===== src/rtl/imem_loader.sv =====
// Instruction-memory loader: parses framed host byte stream, writes little-endian
// 32-bit words through a single IM write port and gates the CPU until a frame checks.
module imem_loader #(
   parameter logic [31:0] TEXT_BASE = 32'h0000_3000,
   parameter logic [31:0] TEXT_END  = 32'h0000_4ffc,
   parameter int unsigned ADDR_W    = 12
) (
   input  logic              clk,
   input  logic              reset,
   input  logic              rx_valid,
   input  logic [7:0]        rx_data,
   output logic              rx_ready,
   output logic              im_we,
   output logic [ADDR_W-1:0] im_addr,
   output logic [31:0]       im_wdata,
   output logic              cpu_hold,
   output logic              load_done,
   output logic [1:0]        err_code,
   output logic [31:0]       entry_pc
);

   typedef enum logic [2:0] {
      S_IDLE,
      S_ADDR,
      S_CNT,
      S_DATA,
      S_CHK,
      S_ERR
   } state_t;

   state_t            state;
   logic [1:0]        byte_pos;
   logic [31:0]       base;
   logic [7:0]        cnt_lo;
   logic [15:0]       words_left;
   logic [23:0]       word_acc;
   logic [7:0]        sum;
   logic [ADDR_W-1:0] idx;

   logic              accept;
   logic [15:0]       n_full;
   logic [33:0]       span_end;
   logic              range_bad;
   logic [ADDR_W-1:0] base_idx;

   assign accept   = rx_valid && rx_ready;
   assign n_full   = {rx_data, cnt_lo};
   // One past the last byte of the frame; 34 bits so no wrap is possible.
   assign span_end = {2'b00, base} + {16'b0, n_full, 2'b00};
   assign base_idx = base[ADDR_W+1:2] - TEXT_BASE[ADDR_W+1:2];

   always_comb begin
      range_bad = 1'b0;
      if (base[1:0] != 2'b00 || base < TEXT_BASE)
         range_bad = 1'b1;
      else if (n_full != 16'd0)
         range_bad = span_end > ({2'b00, TEXT_END} + 34'd4);
      else
         range_bad = base > TEXT_END;
   end

   always_ff @(posedge clk) begin
      if (reset) begin
         state      <= S_IDLE;
         byte_pos   <= '0;
         base       <= '0;
         cnt_lo     <= '0;
         words_left <= '0;
         word_acc   <= '0;
         sum        <= '0;
         idx        <= '0;
         rx_ready   <= 1'b0;
         im_we      <= 1'b0;
         im_addr    <= '0;
         im_wdata   <= '0;
         cpu_hold   <= 1'b1;
         load_done  <= 1'b0;
         err_code   <= '0;
         entry_pc   <= TEXT_BASE;
      end else begin
         rx_ready  <= 1'b1;
         im_we     <= 1'b0;
         load_done <= 1'b0;
         if (accept) begin
            case (state)
               S_IDLE, S_ERR: begin
                  if (rx_data == 8'hA5) begin
                     state    <= S_ADDR;
                     byte_pos <= '0;
                     sum      <= '0;
                     cpu_hold <= 1'b1;
                     err_code <= '0;
                  end
               end
               S_ADDR: begin
                  // Shift in from the top so the first (LSB) byte ends up in [7:0].
                  base     <= {rx_data, base[31:8]};
                  byte_pos <= byte_pos + 2'd1;
                  if (byte_pos == 2'd3) state <= S_CNT;
               end
               S_CNT: begin
                  if (byte_pos == 2'd0) begin
                     cnt_lo   <= rx_data;
                     byte_pos <= 2'd1;
                  end else begin
                     byte_pos   <= '0;
                     words_left <= n_full;
                     idx        <= base_idx;
                     if (range_bad) begin
                        state    <= S_ERR;
                        err_code <= 2'd1;
                     end else if (n_full == 16'd0) begin
                        state <= S_CHK;
                     end else begin
                        state <= S_DATA;
                     end
                  end
               end
               S_DATA: begin
                  sum      <= sum + rx_data;
                  byte_pos <= byte_pos + 2'd1;
                  if (byte_pos == 2'd3) begin
                     im_we      <= 1'b1;
                     im_wdata   <= {rx_data, word_acc};
                     im_addr    <= idx;
                     idx        <= idx + 1'b1;
                     words_left <= words_left - 16'd1;
                     if (words_left == 16'd1) state <= S_CHK;
                  end else begin
                     word_acc <= {rx_data, word_acc[23:8]};
                  end
               end
               S_CHK: begin
                  if (rx_data == sum) begin
                     state     <= S_IDLE;
                     load_done <= 1'b1;
                     cpu_hold  <= 1'b0;
                     entry_pc  <= base;
                  end else begin
                     state    <= S_ERR;
                     err_code <= 2'd2;
                  end
               end
               default: state <= S_IDLE;
            endcase
         end
      end
   end

endmodule


===== config.mk =====
export PLATFORM = sky130hd
export DESIGN_NAME = imem_loader
export DESIGN_NICKNAME = d
export VERILOG_FILES = /design/src/rtl/imem_loader.sv
export SDC_FILE = /design/constraint.sdc
export NUM_CORES = 1
export LEC_CHECK = 0
export CAP_MARGIN = 20
export CORE_MARGIN = 2
export CORE_UTILIZATION = 40
export CTS_BUF_LIST = sky130_fd_sc_hd__clkbuf_2
export DETAILED_ROUTE_END_ITERATION = 6
export GPL_ROUTABILITY_DRIVEN = 1
export SLEW_MARGIN = 30
export SYNTH_ARGS = -nofsm -noshare
export SYNTH_HDL_FRONTEND = slang
export SYNTH_SLANG_ARGS = --single-unit

===== constraint.sdc =====
create_clock -name clk -period 3.8 [get_ports clk]
set_input_delay 0.76 -clock clk [delete_from_list [all_inputs] [get_ports clk]]
set_output_delay 0.76 -clock clk [all_outputs]
set_load 0.005 [all_outputs]

[Word-level counts from Yosys, hierarchy flattened]
Cells that the tools add are included.
Cells by class
  muxes and demuxes: 32
  bitwise operators: 4
  add/sub/neg operators: 6
  equal/unequal tests: 17
  magnitude comparators: 3
  reduce and logical (&&, ||, !) cells: 27
Operator list (number)
  32-bit by 18-bit adder with 33-bit output: 1
  33-bit by 15-bit greater-than comparator with 1-bit output (second input constant): 1
  32-bit by 15-bit greater-than comparator with 1-bit output (second input constant): 1
  32-bit by 14-bit less-than comparator with 1-bit output (second input constant): 1
  16-bit two-way mux: 2
  16-bit one-hot mux with 2 select lines: 1
  12-bit two-way mux: 2
  3-bit two-way mux: 8
  12-bit one-hot mux with 2 select lines: 1
  3-bit AND reduction: 6
  16-bit by 1-bit == test with 1-bit output (second input constant): 1
  16-bit logical NOT: 1
  2-bit inequality test (second input constant): 8
  8-bit one-hot mux with 2 select lines: 1
  16-bit nonzero test: 1
  16-bit by 1-bit subtractor with 16-bit output (second input constant): 1
  3-bit one-hot mux with 5 select lines: 1
  12-bit by 1-bit adder with 12-bit output (second input constant): 1
  2-bit one-hot mux with 3 select lines: 2
  6-bit AND reduction: 2
  12-bit subtractor (second input constant): 1
  8-bit adder: 1
  8-bit == test: 1
  8-bit == test (second input constant): 1
  other kinds (20): 42
Word-level totals
  output and inout port bits: 82
  bits of input ports: 11
  register bits: 187
  word-level logic and storage cells: 105

[Depth between registers and ports, before layout]
Gate-level depths: netlist of run 1.
  depth after elaboration: 7
  gate-level depth with buffers: 11
  gate-level depth less buffers: 11

[Worst setup path before layout of run 1]
Ideal clock, no wire load.
  kind: input port to flip-flop
  start: in rx_data[1]
  end: reg state[2]
  data required time: 3.684 ns
  buffers on the path: 1
  arrival time: 3.034 ns
  stages: 11
  setup time: 0.116 ns
  path slack: 0.650 ns
  path through: ha_1 -> buf_4 -> and3_1 -> and2_1 -> a211oi_2 -> o21ai_0 -> a22o_1 -> a2111oi_2 -> and4bb_1 -> a31oi_1 -> a31o_1
Between the ends
  cells in the longest elaborated chain, start to end: 7
  elaborated cells on any way between the ends: 15
  those cells by class: add/sub: 1; order compare: 1; eq/ne: 3; mux: 7; reduce/logical: 3
RTL lines
  start, declared: RTL line 11  | input logic [7:0] rx_data,
  32-bit by 18-bit adder with 33-bit output: RTL line 49  | assign span_end = {2'b00, base} + {16'b0, n_full, 2'b00};
  33-bit by 15-bit greater-than comparator with 1-bit output: RTL line 57  | range_bad = span_end > ({2'b00, TEXT_END} + 34'd4);
  1-bit two-way mux: RTL line 56  | else if (n_full != 16'd0)
  1-bit two-way mux: RTL line 54  | if (base[1:0] != 2'b00 || base < TEXT_BASE)
  3-bit two-way mux: RTL line 109  | if (range_bad) begin
  3-bit two-way mux: RTL line 102  | if (byte_pos == 2'd0) begin
  3-bit one-hot mux with 5 select lines: RTL line 85  | case (state)
  end signal, assigned: RTL line 88  | state <= S_ADDR;
  end signal, assigned: RTL line 110  | state <= S_ERR;
  end signal, assigned: RTL line 113  | state <= S_CHK;
  end, declared: RTL line 31  | state_t state;
Parallel ways exist; a longest one is shown, timed or not. The select of a mux whose other input is x is not followed.
A chain may end at the register's enable or synchronous reset.

[Final worst setup path of run 1]
  start: reg cnt_lo[0]
  end: reg err_code[0]
Between the ends
  cells in the longest elaborated chain, start to end: 6
  elaborated cells on any way between the ends: 7
  those cells by class: add/sub: 1; order compare: 1; eq/ne: 1; mux: 2; reduce/logical: 2
RTL lines
  start, declared: RTL line 34  | logic [7:0] cnt_lo;
  start signal, assigned: RTL line 103  | cnt_lo <= rx_data;
  32-bit by 18-bit adder with 33-bit output: RTL line 49
  33-bit by 15-bit greater-than comparator with 1-bit output: RTL line 57
  1-bit two-way mux *: RTL line 56
  1-bit two-way mux *: RTL line 54
  2-bit inequality test (no source line) *
  6-bit AND reduction (no source line) *
  end signal, assigned: RTL line 78  | err_code <= '0;
  end signal, assigned: RTL line 92  | err_code <= '0;
  end signal, assigned: RTL line 111  | err_code <= 2'd1;
  end, declared: RTL line 18  | output logic [1:0] err_code,
Mark *: on every way between the ends. The rest lies on a longest branch, timed or not.

==> results.py, run 1 <==
metrics = {
    "outcome": {
        "outcome": "finished clean",
    },
    "worst_hold_path": {
        "hp-class": "input port to flop",
    },
    "routing": {
        "antenna_left": 0,
        "viasPerCell": 5.59,
        "vias": 9100,
        "drc_errors": 0,
        "wire_per_inst_um": 17.6,
        "dr.pass1.iters": 6,
        "drt_iter0_drc": 736,
        "drt-total-wl_um": 28700,
    },
    "flow_run": {
        "cap_violations": 0,
    },
    "clocking": {
        "ctsResizeCount": 0,
        "cts_sinks": 187,
        "cts_max_level": 4,
        "cts_tree": "done",
        "cts_hold_buf": 0,
        "cts_setup_buffers": 0,
        "clk_latency_ns": 0.85,
        "cts_inserted_buffers": 17,
        "clock_path_buffers": 2,
        "cts-root-buf": "clkbuf_2",
        "path_clk_slew_ns": 0.33,
    },
    "power_and_ir_drop": {
        "ir_worst_vdd_mv": 0.224,
        "power_density_mw_per_mm2": 302,
        "switching_power_uw": 979,
        "power_frac_seq_pct": 59.5,
        "p_leak_uw": 0.00373,
        "sw_frac_of_total_pct": 29.5,
        "clkPwrFrac_pct": 36.5,
        "power_frac_comb_pct": 4.0,
        "p_int_uw": 2340,
    },
    "sta": {
        "setup_viol": 0,
        "skew_ns": 0.0580,
        "fin_setup_tns_ns": 0,
        "relSlewSlack_pct": 44.6,
        "min_period_ns": 3.54,
        "max_freq_mhz": 282,
        "hold_violations": 0,
        "tightest_slew_ns": 0.830,
        "maxSlewViolCount": 0,
        "worst_slack_ns": 0.257,
        "rsz0062_at_grt": "false",
        "post-route-period-util_pct": 93.2,
    },
    "yosys": {
        "syn_inst": 1244,
        "postSynthAreaPerCell_um2": 7.45,
        "ys_ff_latch": 187,
        "syn_area_mm2": 0.00926,
        "ys_async_sr_fraction_pct": 0,
        "yosysWarnings": 0,
        "synth-edff-count": 0,
        "ys_types": 67,
        "postSynth.topFlopCell": "dfxtp_1",
        "synth-seq-area-share_pct": 40.4,
        "syn_nets": 1288,
    },
    "finish": {
        "layout_common_cells": "nand2_1 (324), a21oi_1 (197), dfxtp_1 (187), clkdlybuf4s50_1 (91), nor2_1 (65)",
        "fin_area_mm2": 0.0110,
        "layout_commonest_cell": "nand2_1",
        "fillers": 2319,
        "areaGrowthSynthToFinish_pct": 18.5,
        "fin_nets": 1369,
        "layout-drive-gt1-share_pct": 7.92,
    },
    "worst_setup_path": {
        "cp.required_ns": 4.54,
        "critPathKind": "flop to flop",
        "cp-start-kind": "flop",
        "endpoint_kind": "flop",
        "crit_slowest_cell": "or4_1",
        "crit_path_max_incr_delay_ns": 0.47,
        "crit_path_cell_trace": "ha_1, fa_1, or4_1, a221oi_1, o311ai_1, nor4_1, nand4b_1, o211ai_1, and4bb_1, nor2_1, a22o_1",
        "cp.arrival_ns": 4.28,
        "path_max_fanout": 4,
    },
    "global_routing": {
        "grt-ovfl-total": 0,
        "grt_antenna_before_repair": 1,
        "grt_pass1_vias": 8227,
        "track_usage_pct": 23.5,
        "grt_max_degree": 102,
        "grt_pass1_wl_um": 45300,
    },
    "floorplanning": {
        "die_x_um": 156,
        "die_area_mm2": 0.0244,
        "core_area_mm2": 0.0227,
        "io_pins": 93,
        "row_count": 55,
        "initial_core_util_pct": 40.8,
        "fp.dieH_um": 156,
    },
    "placement": {
        "place_area_mm2": 0.0107,
        "dp_slack_ns": -0.137,
        "hpwlAfterDp_um": 19700,
        "io_buffer_count": 92,
        "place_congestion": 0.939,
    },
}
## sequential cells by signal, summed over array words and instances (netlist names)
register	cells
im_addr	12
state	3
cnt_lo	8
idx	12
im_we	1
im_wdata	32
word_acc	24
entry_pc	32
load_done	1
cpu_hold	1
base	32
rx_ready	1
sum	8
err_code	2
words_left	16
byte_pos	2
## worst paths after layout
kind              cells after the start  slack [ns]   startpoint          end
setup / recovery                     11        0.26    cnt_lo[0]  err_code[0]
setup reg to reg                     11        0.26    cnt_lo[0]  err_code[0]
hold reg to reg                       2        0.45  word_acc[0]  im_wdata[0]
hold / removal                        2        0.42        reset  im_wdata[0]
## worst max-delay path: cells and delay by family (launching register included)
family / cells / cell delay (ns)
AOI/OAI and AO/OA: 4 / 0.85
adders and majority gates: 2 / 0.64
and+or+nand+nor: 5 / 1.52
DFF: 1 / 0.46
## cells by family after synthesis
logic type                 count (synthesis)  synth area share, %
AOI/OAI and AO/OA                        360                 23.0
and+or+nand+nor                          531                 24.9
muxes                                     11                 1.19
DFF                                      187                 40.4
xor gates and xnor gates                  13                 1.23
adders and majority gates                 33                 4.62
buffers and inverters                    109                 4.62
## metrics by stage
step	cells	util, %	hold WS, ns	total power, uW
CTS	1623	48.3	0.394	3350
floorplan	1244	-	0.432	2070
global route	1627	48.3	0.384	3450
global placement	1591	46.9	0.442	2140
finish	1627	48.3	0.424	3320
detailed placement	1591	46.9	0.446	2140
## synth_stat cells, types with 4 or more instances
cell type | n | area [um^2]
a21o_1 | 9 | 67.6
nand4_1 | 15 | 93.8
nor4_1 | 13 | 81.3
o22ai_1 | 11 | 68.8
a21boi_0 | 4 | 30.0
xor2_1 | 6 | 52.6
o21ai_0 | 46 | 230
or4_1 | 4 | 30.0
a21oi_1 | 197 | 986
nand2b_1 | 5 | 31.3
nor3_1 | 28 | 140
and3_1 | 9 | 56.3
or2_2 | 4 | 25.0
dfxtp_1 | 187 | 3740
mux2i_1 | 11 | 110
a22oi_1 | 6 | 45.0
o21bai_1 | 6 | 45.0
or3_1 | 13 | 81.3
ha_1 | 31 | 388
nor2_1 | 66 | 248
nand2_1 | 324 | 1220
buf_2 | 9 | 45.0
o31ai_1 | 7 | 52.6
a221oi_1 | 5 | 43.8
inv_1 | 23 | 86.3
and2_1 | 8 | 50.1
o21ai_1 | 5 | 25.0
o211ai_1 | 6 | 45.0
a211oi_1 | 19 | 143
clkbuf_1 | 75 | 282
nand3_1 | 29 | 145
xnor2_1 | 7 | 61.3
## routing by layer
metal,vias to the layer above,GRT usage [%],wire (um)
met3,28,4.19,1520
met1,4276,34.8,14100
met4,0,5.16,428
met5,-,0,0
met2,279,35.6,12600
li1,4517,-,-
## cell type report
type                    count  area, um^2  area share, %
diodes                      4        10.0         0.0912
clock inverters            15         233           2.12
flip-flops and latches    187        3740           34.1
clock buffers              17        85.1          0.775
well taps                 285         357           3.25
inverters                  23        86.3          0.786
repair buffers            148        1360           12.3
multi-input cells         948        5110           46.5
## power by group through the flow
stage | registers (uW) | logic (uW) | clock network, uW
detailed placement | 2000 | 133 | 0
floorplan | 2000 | 66.2 | 0
global placement | 2000 | 134 | 0
CTS | 1980 | 134 | 1240
global route | 1980 | 143 | 1320
finish | 1970 | 134 | 1210
Power figures use the tool's default switching activity.
==> run 2: changes to the inputs <==
- CELL_PAD_IN_SITES_DETAIL_PLACEMENT: not set -> 2
- CELL_PAD_IN_SITES_GLOBAL_PLACEMENT: not set -> 2
- CORE_MARGIN: 2 -> 4
- CORE_UTILIZATION: 40 -> 34
- PLACE_DENSITY_LB_ADDON: not set -> 0.1
==> results.py, run 2 (synthesis results as in run 1) <==
metrics = {
    "placement": {
        "hpwlAfterDp_um": 25600,
        "io_buffer_count": 92,
        "dp_slack_ns": -0.178,
        "place_congestion": 0.864,
        "placedCellCount": 1656,
    },
    "clocking": {
        "cts_sinks": 187,
        "cts-root-buf": "clkbuf_2",
        "path_clk_slew_ns": 0.35,
        "cts_max_level": 4,
        "clock_path_buffers": 2,
        "cts_tree": "done",
        "cts_setup_buffers": 0,
        "cts_inserted_buffers": 17,
        "clk_latency_ns": 0.83,
    },
    "floorplanning": {
        "die_x_um": 173,
        "die_area_mm2": 0.0300,
        "io_pins": 93,
        "row_count": 60,
        "core_area_mm2": 0.0269,
        "initial_core_util_pct": 34.5,
        "fp.dieH_um": 173,
    },
    "power_and_ir_drop": {
        "clkPwrFrac_pct": 34.8,
        "p_leak_uw": 0.00375,
        "switching_power_uw": 996,
        "power_density_mw_per_mm2": 293,
        "p_int_uw": 2250,
        "sw_frac_of_total_pct": 30.7,
        "power_frac_comb_pct": 4.3,
        "ir_worst_vdd_mv": 0.145,
        "power_frac_seq_pct": 60.9,
    },
    "finish": {
        "layout-drive-gt1-share_pct": 8.69,
        "layout_commonest_cell": "nand2_1",
        "instances_no_fill": 1689,
        "top_regs": "base (32), entry_pc (32), im_wdata (32)",
        "areaGrowthSynthToFinish_pct": 19.6,
        "layout_common_cells": "nand2_1 (324), a21oi_1 (197), dfxtp_1 (186), clkdlybuf4s50_1 (91), nor2_1 (65)",
        "fin_nets": 1378,
        "fillers": 3127,
        "final_util_pct": 41.2,
    },
    "worst_setup_path": {
        "crit_family": "simple AND/OR/NAND/NOR gates",
        "crit_path_cell_trace": "ha_1, fa_1, or4_1, a221oi_1, o311ai_1, nor4_1, buf_4, nand4b_1, o211ai_1, and4bb_1, nor2_1, a22o_1",
        "worst-path-buf-inv": 1,
        "endpoint_kind": "flop",
        "cp.required_ns": 4.54,
        "crit_path_max_incr_delay_ns": 0.51,
        "path_max_fanout": 4,
        "critPathKind": "flop to flop",
        "cp-start-kind": "flop",
        "crit_slowest_cell": "or4_1",
        "cp.arrival_ns": 4.25,
    },
    "sta": {
        "setup_viol": 0,
        "min_period_ns": 3.50,
        "skew_ns": 0.0575,
        "tightest_slew_ns": 0.608,
        "fin_setup_tns_ns": 0,
        "maxSlewViolCount": 0,
        "rsz0062_at_grt": "false",
        "max_freq_mhz": 286,
        "post-route-period-util_pct": 92.2,
        "worst_slack_ns": 0.298,
        "relSlewSlack_pct": 59.0,
        "holdWs_ns": 0.359,
        "hold_violations": 0,
    },
    "global_routing": {
        "grt_antenna_before_repair": 1,
        "grt_pass1_vias": 10116,
        "grt_max_degree": 74,
        "grt-ovfl-total": 0,
        "grt_pass1_wl_um": 57600,
        "track_usage_pct": 23.8,
    },
    "routing": {
        "vias": 9440,
        "drt-total-wl_um": 35900,
        "antenna_left": 0,
        "drt_iter0_drc": 523,
        "drc_errors": 0,
        "viasPerCell": 5.59,
        "dr.pass1.iters": 5,
        "wire_per_inst_um": 21.2,
    },
    "worst_hold_path": {
        "hp-class": "input port to flop",
    },
    "outcome": {
        "outcome": "finished clean",
    },
    "flow_run": {
        "cap_violations": 0,
    },
}
run 2: power by group through the flow:
stage	Sequential (uW)	Clock, uW	Combinational, uW
floorplan	2000	0	66.2
global placement	2010	0	139
detailed placement	2010	0	140
CTS	1980	1180	141
global route	1980	1240	152
finish	1980	1130	141
run 2: per-layer routing:
metal  routed length (um)  GRT usage [%]  vias up
met5                    0              0        -
met3                 1440           4.39       32
li1                     -              -     4528
met4                  648           5.89        0
met1                17000           31.8     4707
met2                16800           40.0      173
run 2: layout make-up:
class	count	area [um^2]	area share [%]
diodes	1	2.50	0.0226
clock buffers	17	85.1	0.768
clock inverters	15	168	1.51
inverters	23	86.3	0.779
multi-input cells	948	5110	46.2
flip-flops and latches	187	3740	33.8
well taps	341	427	3.85
repair buffers	157	1450	13.1
run 2: final timing paths:
check	slack, ns	cells after the start	from	to
worst max-delay path	0.30	12	cnt_lo[0]	err_code[0]
worst min register to register	0.47	2	im_wdata[5]	im_wdata[5]
worst min-delay path	0.36	2	reset	im_wdata[20]
worst max register to register	0.30	12	cnt_lo[0]	err_code[0]
run 2: what timing repair did:
action | CTS | global route
gates resized for setup | 0 | 2
hold buffers | 0 | 0
setup endpoints to repair | 0 | 2
run 2: through the flow:
step | instance area, um^2 | total power, uW
4_1_cts | 11100 | 3300
3_3_place_gp | 10800 | 2140
3_5_place_dp | 10800 | 2150
6_report | 11100 | 3240
5_1_grt | 11100 | 3370
2_1_floorplan | 9260 | 2070
